==> config.mk <==
export PLATFORM = sky130hd
export DESIGN_NAME = resp_serializer
export DESIGN_NICKNAME = d
export VERILOG_FILES = /design/src/rtl/cmd_pkg.sv /design/src/rtl/resp_serializer.sv
export SDC_FILE = /design/constraint.sdc
export NUM_CORES = 1
export LEC_CHECK = 0
export CELL_PAD_IN_SITES_DETAIL_PLACEMENT = 1
export CELL_PAD_IN_SITES_GLOBAL_PLACEMENT = 1
export CORE_MARGIN = 5
export CORE_UTILIZATION = 40
export DETAILED_ROUTE_END_ITERATION = 6
export HOLD_SLACK_MARGIN = 0.1
export PLACE_DENSITY = 0.88
export SLEW_MARGIN = 10
export SYNTH_ARGS = -nofsm -noshare
export SYNTH_HDL_FRONTEND = slang
export SYNTH_SLANG_ARGS = --single-unit
==> constraint.sdc <==
create_clock -name clk -period 3.6 [get_ports clk]
set_clock_uncertainty 0.2 [all_clocks]
set_input_delay 0.72 -clock clk [delete_from_list [all_inputs] [get_ports clk]]
set_output_delay 0.72 -clock clk [all_outputs]
set_load 0.005 [all_outputs]
==> src/rtl/cmd_pkg.sv <==
// Shared command/response types for the UART command path.
// The response side defines the packet struct, frame sizes and serializer states.
package cmd_pkg;

  localparam logic [7:0]  RESP_SOF        = 8'hA5;
  localparam int unsigned RESP_LEN_NODATA = 3;
  localparam int unsigned RESP_LEN_DATA   = 7;

  typedef struct packed {
    logic [7:0]  opcode;
    logic [7:0]  status;
    logic        has_data;
    logic [31:0] data;
  } resp_packet_t;

  typedef enum logic [1:0] {
    IDLE,
    SEND,
    DONE
  } resp_state_t;

endpackage

==> src/rtl/resp_serializer.sv <==
// Pops one response packet and writes it as a framed byte stream into the TX byte FIFO.
// Build option RESP_CHECKSUM_EN appends an XOR checksum byte (all bytes except SOF).
module resp_serializer
  import cmd_pkg::*;
#(
  parameter logic [7:0]  SOF_BYTE   = RESP_SOF,
  parameter int unsigned DATA_BYTES = 4
) (
  input  logic         clk,
  input  logic         rst,
  input  logic         resp_fifo_valid,
  input  resp_packet_t resp_fifo_data,
  output logic         resp_fifo_rd_en,
  input  logic         byte_fifo_full,
  output logic         byte_fifo_wr_en,
  output logic [7:0]   byte_fifo_wr_data,
  output logic         busy,
  output logic         frame_done
);

`ifdef RESP_CHECKSUM_EN
  localparam int unsigned CSUM_BYTES = 1;
`else
  localparam int unsigned CSUM_BYTES = 0;
`endif

  localparam logic [2:0] LAST_NODATA = 3'(RESP_LEN_NODATA - 1 + CSUM_BYTES);
  localparam logic [2:0] LAST_DATA   = 3'(RESP_LEN_NODATA - 1 + DATA_BYTES + CSUM_BYTES);

  resp_state_t  state_q, state_d;
  resp_packet_t shadow_q, shadow_d;
  logic [2:0]   idx_q, idx_d;
  logic [2:0]   last_idx_q, last_idx_d;
  logic         rd_en_q, rd_en_d;
  logic         busy_q, busy_d;
  logic         done_q, done_d;
`ifdef RESP_CHECKSUM_EN
  logic [7:0]   csum_q, csum_d;
`endif

  logic [7:0] frame_byte;
  logic       wr_accept;

  // Handshake: a byte moves into the TX FIFO in any SEND cycle where the FIFO is not full.
  assign wr_accept         = (state_q == SEND) && !byte_fifo_full;
  assign byte_fifo_wr_en   = wr_accept;
  assign byte_fifo_wr_data = wr_accept ? frame_byte : 8'h00;
  assign resp_fifo_rd_en   = rd_en_q;
  assign busy              = busy_q;
  assign frame_done        = done_q;

  always_comb begin
    frame_byte = 8'h00;
    case (idx_q)
      3'd0:    frame_byte = SOF_BYTE;
      3'd1:    frame_byte = shadow_q.opcode;
      3'd2:    frame_byte = shadow_q.status;
      3'd3:    frame_byte = shadow_q.data[31:24];
      3'd4:    frame_byte = shadow_q.data[23:16];
      3'd5:    frame_byte = shadow_q.data[15:8];
      3'd6:    frame_byte = shadow_q.data[7:0];
      default: frame_byte = 8'h00;
    endcase
`ifdef RESP_CHECKSUM_EN
    if (idx_q == last_idx_q) frame_byte = csum_q;
`endif
  end

  always_comb begin
    state_d    = state_q;
    shadow_d   = shadow_q;
    idx_d      = idx_q;
    last_idx_d = last_idx_q;
    rd_en_d    = 1'b0;
    busy_d     = busy_q;
    done_d     = 1'b0;
`ifdef RESP_CHECKSUM_EN
    csum_d     = csum_q;
`endif
    case (state_q)
      IDLE: begin
        if (resp_fifo_valid) begin
          shadow_d   = resp_fifo_data;
          idx_d      = 3'd0;
          last_idx_d = resp_fifo_data.has_data ? LAST_DATA : LAST_NODATA;
          rd_en_d    = 1'b1;
          busy_d     = 1'b1;
          state_d    = SEND;
`ifdef RESP_CHECKSUM_EN
          csum_d     = 8'h00;
`endif
        end
      end
      SEND: begin
        if (wr_accept) begin
          idx_d = idx_q + 3'd1;
`ifdef RESP_CHECKSUM_EN
          if (idx_q != 3'd0) csum_d = csum_q ^ frame_byte;
`endif
          if (idx_q == last_idx_q) begin
            state_d = DONE;
            busy_d  = 1'b0;
            done_d  = 1'b1;
          end
        end
      end
      DONE: begin
        state_d = IDLE;
      end
      default: begin
        state_d = IDLE;
        busy_d  = 1'b0;
      end
    endcase
  end

  always_ff @(posedge clk or negedge rst) begin
    if (!rst) begin
      state_q    <= IDLE;
      shadow_q   <= '0;
      idx_q      <= 3'd0;
      last_idx_q <= 3'd0;
      rd_en_q    <= 1'b0;
      busy_q     <= 1'b0;
      done_q     <= 1'b0;
`ifdef RESP_CHECKSUM_EN
      csum_q     <= 8'h00;
`endif
    end else begin
      state_q    <= state_d;
      shadow_q   <= shadow_d;
      idx_q      <= idx_d;
      last_idx_q <= last_idx_d;
      rd_en_q    <= rd_en_d;
      busy_q     <= busy_d;
      done_q     <= done_d;
`ifdef RESP_CHECKSUM_EN
      csum_q     <= csum_d;
`endif
    end
  end

endmodule

==> flow_summary.yaml <==
clock_tree:
  cts_buffer_depth: 2
  root_buffer: "clkbuf_8"
  postCtsHoldBufs: 0
  clkSlewWorstSetupHoldPaths_ns: 0.06
  clock-sinks: 58
  clkLatencyLatePin_ns: 0.33
  cts_made_buffers: 9
  htreeDepth: 3
  cts_tree: "done"
worst_setup_path:
  cp_slowest_cell: "clkdlybuf4s50_1"
  cp-start-kind: "register"
  worstSetupEndpointType: "output port"
  r2r_cells: 4
  crit_family: "buffers and inverters"
  worst-path-buf-inv: 2
  crit_fanout: 14
  crit_chain: "inv_1 -> ha_2 -> nor2b_1 -> a222oi_1 -> a21oi_1 -> clkdlybuf4s50_1"
  critPathMaxStageDelay_ns: 0.52
  cp-startpoint: "idx_q[1]"
  timing.rr.start: "state_q[1]"
  r2r-end: "shadow_q[39]"
  path_class: "reg2out"
  ff2ff_setup_slack_ns: 1.47
  crit_required_ns: 2.68
  cp.arrival_ns: 2.43
timing:
  fin_setup_tns_ns: 0
  setup_ws_ns: 0.249
  hold_viol: 0
  hold_ws_ns: 0.283
  finalCriticalPeriod_ns: 3.35
  drv_slew: 0
  relSlewSlack: 0.318
  fmax_mhz: 298
  finalCritPeriodShare: 0.931
  worst_slew_pin_slew_ns: 1.02
  rsz0062_at_grt: "false"
  setup_viol: 0
place:
  dp_hpwl_um: 5050
  gp_congestion: 0.747
  numPortBuffers: 64
  post_dp_cell_area_sq_mm: 0.00358
  pre_cts_slack_ns: 0.0312
floorplanning:
  row_count: 31
  die_y_um: 95.0
  fp.dieW_um: 95.0
  start_util: 0.405
  io_pins: 65
  coreArea_sq_mm: 0.00714
  fp.dieArea_sq_mm: 0.00903
global_route:
  grt_pass1_vias: 2095
  grt_pass1_wl_um: 11200
  overflow: 0
  grt_max_degree: 46
  grt_antenna_before_repair: 0
  grt_usage: 0.168
layout:
  mostFrequentLayoutCells: "dfrtp_1, clkdlybuf4s50_1, mux2_4"
  syn2layout_area_growth_pct: 32.6
  finalNetCount: 326
  final_area_sq_mm: 0.00383
  final_util: 0.537
  antenna_cells: 0
  layout-drive-gt1-share: 0.319
  final_common_cell: "dfrtp_1"
  nFillCells: 729
hold_path:
  hp-class: "reg2reg"
  worstHoldStart: "last_idx_q[1]"
  hold_end: "last_idx_q[1]"
  hold_depth: 1
logic_synthesis:
  yosysUniqueCellTypes: 33
  synth_cells: 194
  muxShareOfSynthArea: 0.269
  yosysSeqAreaShare: 0.502
  synth_warnings: 0
  ys_ff_latch: 58
  synth.avg_cell_area_sq_um: 14.9
  synthesis.nets: 252
  synthSimpleGateAreaFrac: 0.0363
  synth_compound_area_frac: 0.112
  synth_area_sq_mm: 0.00289
  synthAdderAreaFrac: 0.0216
  synth_top_family_by_area: "multiplexers"
  synth_xor_area_frac: 0.00606
drt:
  ant_nets: 0
  wl_per_cell_um: 19.2
  via_count: 1890
  drt_pass1_iterations: 4
  drc: 0
  viasPerCell: 5.08
  dr.first_iter.drc_count: 55
  wirelength_um: 7150
pwr:
  p_per_area_mw_per_mm2: 832
  p_leak_uw: 0.00173
  vdd_drop_max_v: 0.000309
run:
  cap_violations: 0
status:
  status: "finished, final reports clean"
[flip-flops by register name, indices dropped and copies added (netlist names)]
signal / flops
busy: 1
frame_done: 1
state_q: 2
shadow_q: 48
last_idx_q: 2
idx_q: 3
resp_fifo_rd_en: 1
[how the worst max path moves through the flow]
stage,to,slack (ns),cells past startpoint
2_1_floorplan,byte_fifo_wr_data[2],1.08,6
3_3_place_gp,byte_fifo_wr_data[2],0.11,6
3_5_place_dp,byte_fifo_wr_data[1],0.03,6
4_1_cts,byte_fifo_wr_data[3],0.005,7
5_1_grt,byte_fifo_wr_data[4],0.11,6
6_report,byte_fifo_wr_data[4],0.25,6
[area by class of cell]
cell class / instances / area (sq um) / share of cell area
Clock buffer: 11 / 141 / 0.0369
Timing Repair Buffer: 74 / 718 / 0.187
Inverter: 6 / 28.8 / 0.00751
Clock inverter: 5 / 77.6 / 0.0202
Tap cell: 99 / 124 / 0.0323
Multi-Input combinational cell: 119 / 1290 / 0.337
Sequential cell: 58 / 1450 / 0.379
[repair_timing]
action                     in CTS  in global routing
pin swaps                       1                  1
setup buffers                   2                  1
setup endpoints to repair       5                  6
resized for setup               4                  5
[through the flow]
stage                     power, uW  std cells
after global routing           3380        372
after detailed placement       2510        353
after CTS                      3210        371
after floorplan                2090        194
final                          3190        372
after global placement         2450        353
[power by group]
| group | switching, uW | internal (uW) |
|---|---|---|
| Sequential | 207 | 968 |
| Combinational | 536 | 814 |
| Clock | 260 | 406 |
| Total | 1000 | 2190 |
[logic make-up (layout without fill, tap and decap cells)]
kind of cell               count (synthesis)  after routing
AOI/OAI and AO/OA                         40             40
xor gates and xnor gates                   2              2
adders and majority gates                  5              5
buffers and inverters                     17             96
DFF                                       58             58
muxes                                     53             53
and+or+nand+nor                           19             19
[cell usage after synthesis, drive strengths merged]
cell type	number	area, sq um
dfrtp	58	1450
mux2	53	777
buf	9	119
nand2	9	33.8
a21oi	8	40.0
a22o	8	70.1
ha	5	62.6
a21o	4	30.0
a222oi	4	40.0
inv	4	15.0
a221oi	3	26.3
a22oi	3	22.5
nor4	3	18.8
clkbuf	2	7.51
clkinv	2	13.8
nand3	2	10.0
o21ai	2	10.0
o31ai	2	15.0
or3b	2	22.5
xor2	2	17.5
a221o	1	10.0
a31oi	1	6.26
a32oi	1	8.76
nand2b	1	6.26
nor2b	1	6.26
o21bai	1	7.51
o311ai	1	8.76
o41ai	1	27.5
or2b	1	7.51
[layer usage]
| layer | global-route usage | part of all wire | vias to the layer above |
|---|---|---|---|
| li1 | - | - | 864 |
| met3 | 0.0474 | 0.046 | 8 |
| met4 | 0.0529 | 0.013 | 0 |
| met1 | 0.201 | 0.42 | 972 |
| met2 | 0.292 | 0.52 | 46 |
| met5 | 0 | 0 | - |
No activity file was read; power rests on OpenSTA's default activity.
